[config.mk]
export PLATFORM = sky130hd
export DESIGN_NAME = rtc_bus_ctrl
export DESIGN_NICKNAME = d
export VERILOG_FILES = /design/src/rtl/rtc_bus_pkg.sv /design/src/rtl/rtc_phase_timer.sv /design/src/rtl/rtc_bus_ctrl.sv
export SDC_FILE = /design/constraint.sdc
export NUM_CORES = 1
export LEC_CHECK = 0
export ABC_CLOCK_PERIOD_IN_PS = 2300
export CAP_MARGIN = 15
export CORE_UTILIZATION = 45
export CTS_CLUSTER_DIAMETER = 150
export DETAILED_ROUTE_END_ITERATION = 8
export PLACE_DENSITY = 0.74
export SYNTH_ARGS = -nofsm -noshare
export SYNTH_HDL_FRONTEND = slang
export SYNTH_SLANG_ARGS = --single-unit
[constraint.sdc]
create_clock -name CLK -period 2.3 [get_ports CLK]
set_input_delay 0.69 -clock CLK [delete_from_list [all_inputs] [get_ports CLK]]
set_output_delay 0.69 -clock CLK [all_outputs]
set_load 0.005 [all_outputs]
[src/rtl/rtc_bus_pkg.sv]
// Shared types and constants for the RTC multiplexed-bus controller.
package rtc_bus_pkg;

  localparam int unsigned T_SU_DEF = 2;
  localparam int unsigned T_PW_DEF = 4;
  localparam int unsigned T_H_DEF  = 2;
  localparam int unsigned PH_W     = 4;

  localparam logic [7:0] INIT_DIR = 8'h02;
  localparam logic [7:0] INIT_D0  = 8'h10;
  localparam logic [7:0] INIT_D1  = 8'h00;

  typedef enum logic [3:0] {
    INIT,
    IDLE,
    A_SU,
    A_PW,
    A_H,
    D_SU,
    D_PW,
    D_H,
    DONE
  } state_e;

endpackage

[src/rtl/rtc_phase_timer.sv]
// Down-counting phase timer: loaded on state entry, saturates at zero, done when count is zero.
module rtc_phase_timer
  import rtc_bus_pkg::*;
(
  input  logic            clk,
  input  logic            rst,
  input  logic            load,
  input  logic [PH_W-1:0] load_val,
  input  logic            tick,
  output logic            done
);

  logic [PH_W-1:0] cnt_q, cnt_d;
  logic            done_q, done_d;

  always_comb begin
    cnt_d = cnt_q;
    if (load) begin
      cnt_d = load_val;
    end else if (tick && (cnt_q != '0)) begin
      cnt_d = cnt_q - PH_W'(1);
    end
    done_d = (cnt_d == '0);
  end

  always_ff @(posedge clk) begin
    if (rst) begin
      cnt_q  <= '0;
      done_q <= 1'b1;
    end else begin
      cnt_q  <= cnt_d;
      done_q <= done_d;
    end
  end

  assign done = done_q;

endmodule

[src/rtl/rtc_bus_ctrl.sv]
// Multiplexed address/data bus controller for an RTC chip: address cycle, then write or read data cycle.
// Define RTC_INIT_SEQ_EN to run two start-up register writes from INIT before accepting requests.
module rtc_bus_ctrl
  import rtc_bus_pkg::*;
#(
  parameter int unsigned T_SU = T_SU_DEF,
  parameter int unsigned T_PW = T_PW_DEF,
  parameter int unsigned T_H  = T_H_DEF
) (
  input  logic       CLK,
  input  logic       RST,
  input  logic       Acceso,
  input  logic [7:0] Dir,
  input  logic       Mod,
  input  logic [7:0] Dato_wr,
  output logic       FRW,
  output logic [7:0] Dato_rd,
  output logic       Ocupado,
  output logic       CS_n,
  output logic       RD_n,
  output logic       WR_n,
  output logic       AD_sel,
  output logic [7:0] AD_out,
  output logic       AD_oe,
  input  logic [7:0] AD_in
);

  state_e          state_q, state_d;
  logic            acceso_ant_q, acceso_ant_d;
  logic            start_q, start_d;
  logic [7:0]      dir_q, dir_d;
  logic            mod_q, mod_d;
  logic [7:0]      wdat_q, wdat_d;
  logic [7:0]      rdat_q, rdat_d;
  logic            frw_q, frw_d;
  logic            ocupado_q, ocupado_d;
  logic            cs_n_q, cs_n_d;
  logic            rd_n_q, rd_n_d;
  logic            wr_n_q, wr_n_d;
  logic            ad_sel_q, ad_sel_d;
  logic            ad_oe_q, ad_oe_d;
  logic [7:0]      ad_out_q, ad_out_d;
  logic            ph_load;
  logic [PH_W-1:0] ph_val;
  logic            ph_done;
  logic            a_ph, d_ph;
`ifdef RTC_INIT_SEQ_EN
  logic            init_busy_q, init_busy_d;
  logic            init_pend_q, init_pend_d;
`endif

  function automatic logic [PH_W-1:0] dur_m1(input state_e s);
    case (s)
      A_SU, D_SU: dur_m1 = PH_W'(T_SU - 1);
      A_PW, D_PW: dur_m1 = PH_W'(T_PW - 1);
      A_H, D_H:   dur_m1 = PH_W'(T_H - 1);
      default:    dur_m1 = '0;
    endcase
  endfunction

  rtc_phase_timer u_timer (
    .clk      (CLK),
    .rst      (RST),
    .load     (ph_load),
    .load_val (ph_val),
    .tick     (1'b1),
    .done     (ph_done)
  );

  // Next state, captured request and strobe/bus values aligned with the next state
  always_comb begin
    state_d      = state_q;
    acceso_ant_d = Acceso;
    start_d      = 1'b0;
    dir_d        = dir_q;
    mod_d        = mod_q;
    wdat_d       = wdat_q;
    rdat_d       = rdat_q;
`ifdef RTC_INIT_SEQ_EN
    init_busy_d  = init_busy_q;
    init_pend_d  = init_pend_q;
`endif

    case (state_q)
      INIT: begin
`ifdef RTC_INIT_SEQ_EN
        dir_d       = INIT_DIR;
        mod_d       = 1'b1;
        wdat_d      = INIT_D0;
        init_busy_d = 1'b1;
        init_pend_d = 1'b1;
        state_d     = A_SU;
`else
        state_d = IDLE;
`endif
      end
      IDLE: begin
        if (start_q) begin
          state_d = A_SU;
        end else if (Acceso && !acceso_ant_q) begin
          start_d = 1'b1;
          dir_d   = Dir;
          mod_d   = Mod;
          wdat_d  = Dato_wr;
        end
      end
      A_SU: if (ph_done) state_d = A_PW;
      A_PW: if (ph_done) state_d = A_H;
      A_H:  if (ph_done) state_d = D_SU;
      D_SU: if (ph_done) state_d = D_PW;
      D_PW: begin
        if (ph_done) begin
          state_d = D_H;
          if (!mod_q) rdat_d = AD_in;
        end
      end
      D_H:  if (ph_done) state_d = DONE;
      DONE: begin
`ifdef RTC_INIT_SEQ_EN
        if (init_busy_q && init_pend_q) begin
          wdat_d      = INIT_D1;
          init_pend_d = 1'b0;
          state_d     = A_SU;
        end else begin
          init_busy_d = 1'b0;
          state_d     = IDLE;
        end
`else
        state_d = IDLE;
`endif
      end
      default: state_d = INIT;
    endcase

    ph_load = (state_d != state_q);
    ph_val  = dur_m1(state_d);

    a_ph      = (state_d == A_SU) || (state_d == A_PW) || (state_d == A_H);
    d_ph      = (state_d == D_SU) || (state_d == D_PW) || (state_d == D_H);
    cs_n_d    = !((state_d == A_PW) || (state_d == D_PW));
    wr_n_d    = !((state_d == A_PW) || ((state_d == D_PW) && mod_d));
    rd_n_d    = !((state_d == D_PW) && !mod_d);
    ad_sel_d  = !a_ph;
    ad_oe_d   = a_ph || (d_ph && mod_d);
    ad_out_d  = a_ph ? dir_d : ((d_ph && mod_d) ? wdat_d : 8'h00);
    frw_d     = (state_d == DONE);
    ocupado_d = (state_d != IDLE);
  end

  always_ff @(posedge CLK) begin
    if (RST) begin
      state_q      <= INIT;
      acceso_ant_q <= 1'b0;
      start_q      <= 1'b0;
      dir_q        <= 8'h00;
      mod_q        <= 1'b0;
      wdat_q       <= 8'h00;
      rdat_q       <= 8'h00;
      frw_q        <= 1'b0;
      ocupado_q    <= 1'b1;
      cs_n_q       <= 1'b1;
      rd_n_q       <= 1'b1;
      wr_n_q       <= 1'b1;
      ad_sel_q     <= 1'b1;
      ad_oe_q      <= 1'b0;
      ad_out_q     <= 8'h00;
`ifdef RTC_INIT_SEQ_EN
      init_busy_q  <= 1'b0;
      init_pend_q  <= 1'b0;
`endif
    end else begin
      state_q      <= state_d;
      acceso_ant_q <= acceso_ant_d;
      start_q      <= start_d;
      dir_q        <= dir_d;
      mod_q        <= mod_d;
      wdat_q       <= wdat_d;
      rdat_q       <= rdat_d;
      frw_q        <= frw_d;
      ocupado_q    <= ocupado_d;
      cs_n_q       <= cs_n_d;
      rd_n_q       <= rd_n_d;
      wr_n_q       <= wr_n_d;
      ad_sel_q     <= ad_sel_d;
      ad_oe_q      <= ad_oe_d;
      ad_out_q     <= ad_out_d;
`ifdef RTC_INIT_SEQ_EN
      init_busy_q  <= init_busy_d;
      init_pend_q  <= init_pend_d;
`endif
    end
  end

  assign FRW     = frw_q;
  assign Dato_rd = rdat_q;
  assign Ocupado = ocupado_q;
  assign CS_n    = cs_n_q;
  assign RD_n    = rd_n_q;
  assign WR_n    = wr_n_q;
  assign AD_sel  = ad_sel_q;
  assign AD_oe   = ad_oe_q;
  assign AD_out  = ad_out_q;

endmodule

==> results.cfg <==
[outcome]
run_status = finished clean

[cells_and_area]
final_area_um2 = 2720
area_delta_synth_final_pct = 33.1
fillCellCount = 364
seq_area_um2 = 1020
fin_cells = 311
fin_nets = 287
multi_input_area_um2 = 927
drive_above_1_share = 0.0888
antenna-diode-count = 0

[power_and_ir_drop]
power_switching_mw = 0.459
finalPower_mw = 1.87
pwr-share-clk = 0.336
p_seq_frac = 0.514
powerDensity_nw_per_um2 = 686
cellLeakagePower_nw = 1.14
ir_drop_mv = 0.490
netSwitchingFraction = 0.246
intPower_mw = 1.41
combPwrFrac = 0.150

[floorplanning]
row_count = 24
die_area_um2 = 4810
core-area_um2 = 4350
start_util = 0.469
die_h_um = 69.4
io_pins = 51
fp.dieW_um = 69.4

[placed_design]
port_buffers = 50
hpwlAfterDp_um = 2750
place.gp.congestion = 0.763
dp_cells = 303
placed_area_um2 = 2600

[routing]
ant_nets = 0
routed-via-count = 1610
wire_per_inst_um = 12.9
drt-total-wl_um = 4010
drtPass1Iterations = 4
drtIter0Drc = 74
via_per_inst = 5.18
remaining_drc_errors = 0

[worst_setup_path]
slowest_stage = clkdlybuf4s50_1
r2r-start = state_q[0]
ff2ff_path_depth = 5
critical_path_buf_inv_count = 2
critPathCapture = AD_out[6]
cp.depth = 6
r2r-end = AD_out[6]
crit_fanout = 8
crit_chain = clkdlybuf4s50_1 > nand4bb_1 > or2_1 > buf_4 > mux2i_1 > o32ai_1
setup.worst_path.end_class = flop
critPathTopFamily = buffers and inverters
startpoint_type = primary input
slowest_delay_ps = 470
critPathLaunch = Acceso
path_class = primary input to flop
arrival_ps = 2160
critical_path_required_ps = 2510
r2r_slack_ps = 480

[yosys]
synth-seq-cells = 51
ys_warn_count = 0
synth_area_um2 = 2040
synth_cell_type_count = 44
ys.flop_type = dfxtp_1
seq_area_frac_synth = 0.500
ys_async_sr_fraction = 0
synth_fp_nets = 235
avgSynthCellArea_um2 = 9.92
synth_edf_count = 0
postSynthCellCount = 206

[cts]
cts_root_buf = clkbuf_8
cts_setup_buffers = 0
clk_pin_slew_ps = 90
holdBufCountCts = 0
clock_sinks = 51
cts_buffer_depth = 2
htreeDepth = 2
cts_tree = yes
cts_resized = 0
numCtsBuffers = 5
clock_latency_ps = 310

[global_routing]
grt_pass1_vias = 1551
grt_use_total = 0.179
gr-total-overflow = 0
antenna_found_initial = 0
grt_max_degree = 39
grt_pass1_wl_um = 6920

[run]
maxCapViolCount = 0

[timing]
report.final.slew_viol_count = 0
grt_setup_unrepaired = false
fmax_mhz = 513
finalHoldViolCount = 0
min_period_over_period = 0.847
worst_pin_slew_ps = 574
final.setup.tns_ps = 0
fin_skew_ps = 10.4
setup_viol = 0
period_needed_ps = 1950
relSlewSlack = 0.614

[hold_path]
min-delay-start = Dato_rd[1]
hp-class = flop to flop
-- synthesized netlist by cell type (3+ instances only) --
cell type | number | area share
dfxtp_1 | 51 | 0.50
buf_6 | 3 | 0.017
a21oi_1 | 8 | 0.020
xnor2_1 | 4 | 0.017
nand2b_1 | 5 | 0.015
clkbuf_1 | 10 | 0.018
nand2_1 | 6 | 0.011
nor3b_1 | 4 | 0.015
nor2_1 | 32 | 0.059
mux2i_1 | 25 | 0.12
nor3_1 | 6 | 0.015
nand3b_1 | 3 | 0.011
inv_1 | 4 | 0.0073
o32ai_1 | 9 | 0.039
-- power by group through the flow --
stage | Sequential (mW) | Combinational (mW) | Clock, mW
floorplan | 0.957 | 0.208 | 0
global placement | 0.978 | 0.277 | 0
detailed placement | 0.978 | 0.280 | 0
CTS | 0.958 | 0.282 | 0.641
global route | 0.966 | 0.312 | 0.675
finish | 0.959 | 0.281 | 0.627
-- worst min-delay path by stage --
stage                            end  slack [ps]  depth (start not counted)
final                     Dato_rd[1]         500                          2
after global routing       wdat_q[3]         540                          2
after CTS                   dir_q[7]         510                          2
after detailed placement    dir_q[7]         480                          2
after global placement      dir_q[2]         470                          2
after floorplan             dir_q[0]         460                          2
-- registers in the layout, summed over array words and instances, names as in the netlist, 4 cells and up --
register       count
state_q            4
dir_q              8
wdat_q             8
AD_out             8
u_timer.cnt_q      4
Dato_rd            8
-- metal layers --
layer  routed length, um  GRT usage  vias to the layer above
li1                    -          -                      828
met1                1950      0.229                      740
met2                1800      0.280                       37
met3                 189     0.0538                        5
met4                  60     0.0726                        0
met5                   0          0                        -
-- placed cells by master (no fill, tap or decap), types with 2 or more instances in the layout --
cell type / synthesis / layout
clkbuf_8: 0 / 5
inv_1: 4 / 4
o21ai_0: 2 / 2
nand2b_1: 5 / 5
a21oi_1: 8 / 8
nor2b_1: 2 / 2
nor4_1: 2 / 2
nand3b_1: 3 / 3
buf_4: 0 / 10
or2_1: 2 / 2
nor3_1: 6 / 6
o21ai_1: 2 / 2
nor4b_1: 2 / 2
nor3b_1: 4 / 4
dfxtp_1: 51 / 51
nor2_1: 32 / 32
clkdlybuf4s50_1: 0 / 50
o32ai_1: 9 / 9
nand2_1: 6 / 6
mux2i_1: 25 / 25
xnor2_1: 4 / 4
-- area by class of cell --
type                            count  share of cell area
Clock inverter                      3              0.0170
Timing Repair Buffer               60               0.212
Clock buffer                        5              0.0253
Multi-Input combinational cell    136               0.341
Tap cell                           52              0.0239
Inverter                            4             0.00552
Sequential cell                    51               0.376
-- stage by stage --
stage | hold WS, ps | setup slack, ps | util
after global placement | 473 | 74.0 | 0.598
after detailed placement | 484 | 30.2 | 0.598
after CTS | 509 | 353 | 0.624
after floorplan | 459 | 551 | -
final | 502 | 352 | 0.624
after global routing | 536 | 220 | 0.624
-- cell families (layout without fill, tap and decap cells) --
group / after synthesis / count (layout) / share of synthesized area
simple gates: 72 / 72 / 0.186
xor+xnor: 5 / 5 / 0.0214
flops: 51 / 51 / 0.500
compound gates: 32 / 32 / 0.113
mux: 26 / 26 / 0.128
fa+ha+maj: 1 / 1 / 0.00612
buf+inv: 19 / 72 / 0.0465
-- worst min-delay path, stage by stage, from the launching register on --
cell and delay [ps]:
dfxtp_1 330, mux2i_1 70, nor2_1 70
(Power assumes the default switching activity.)
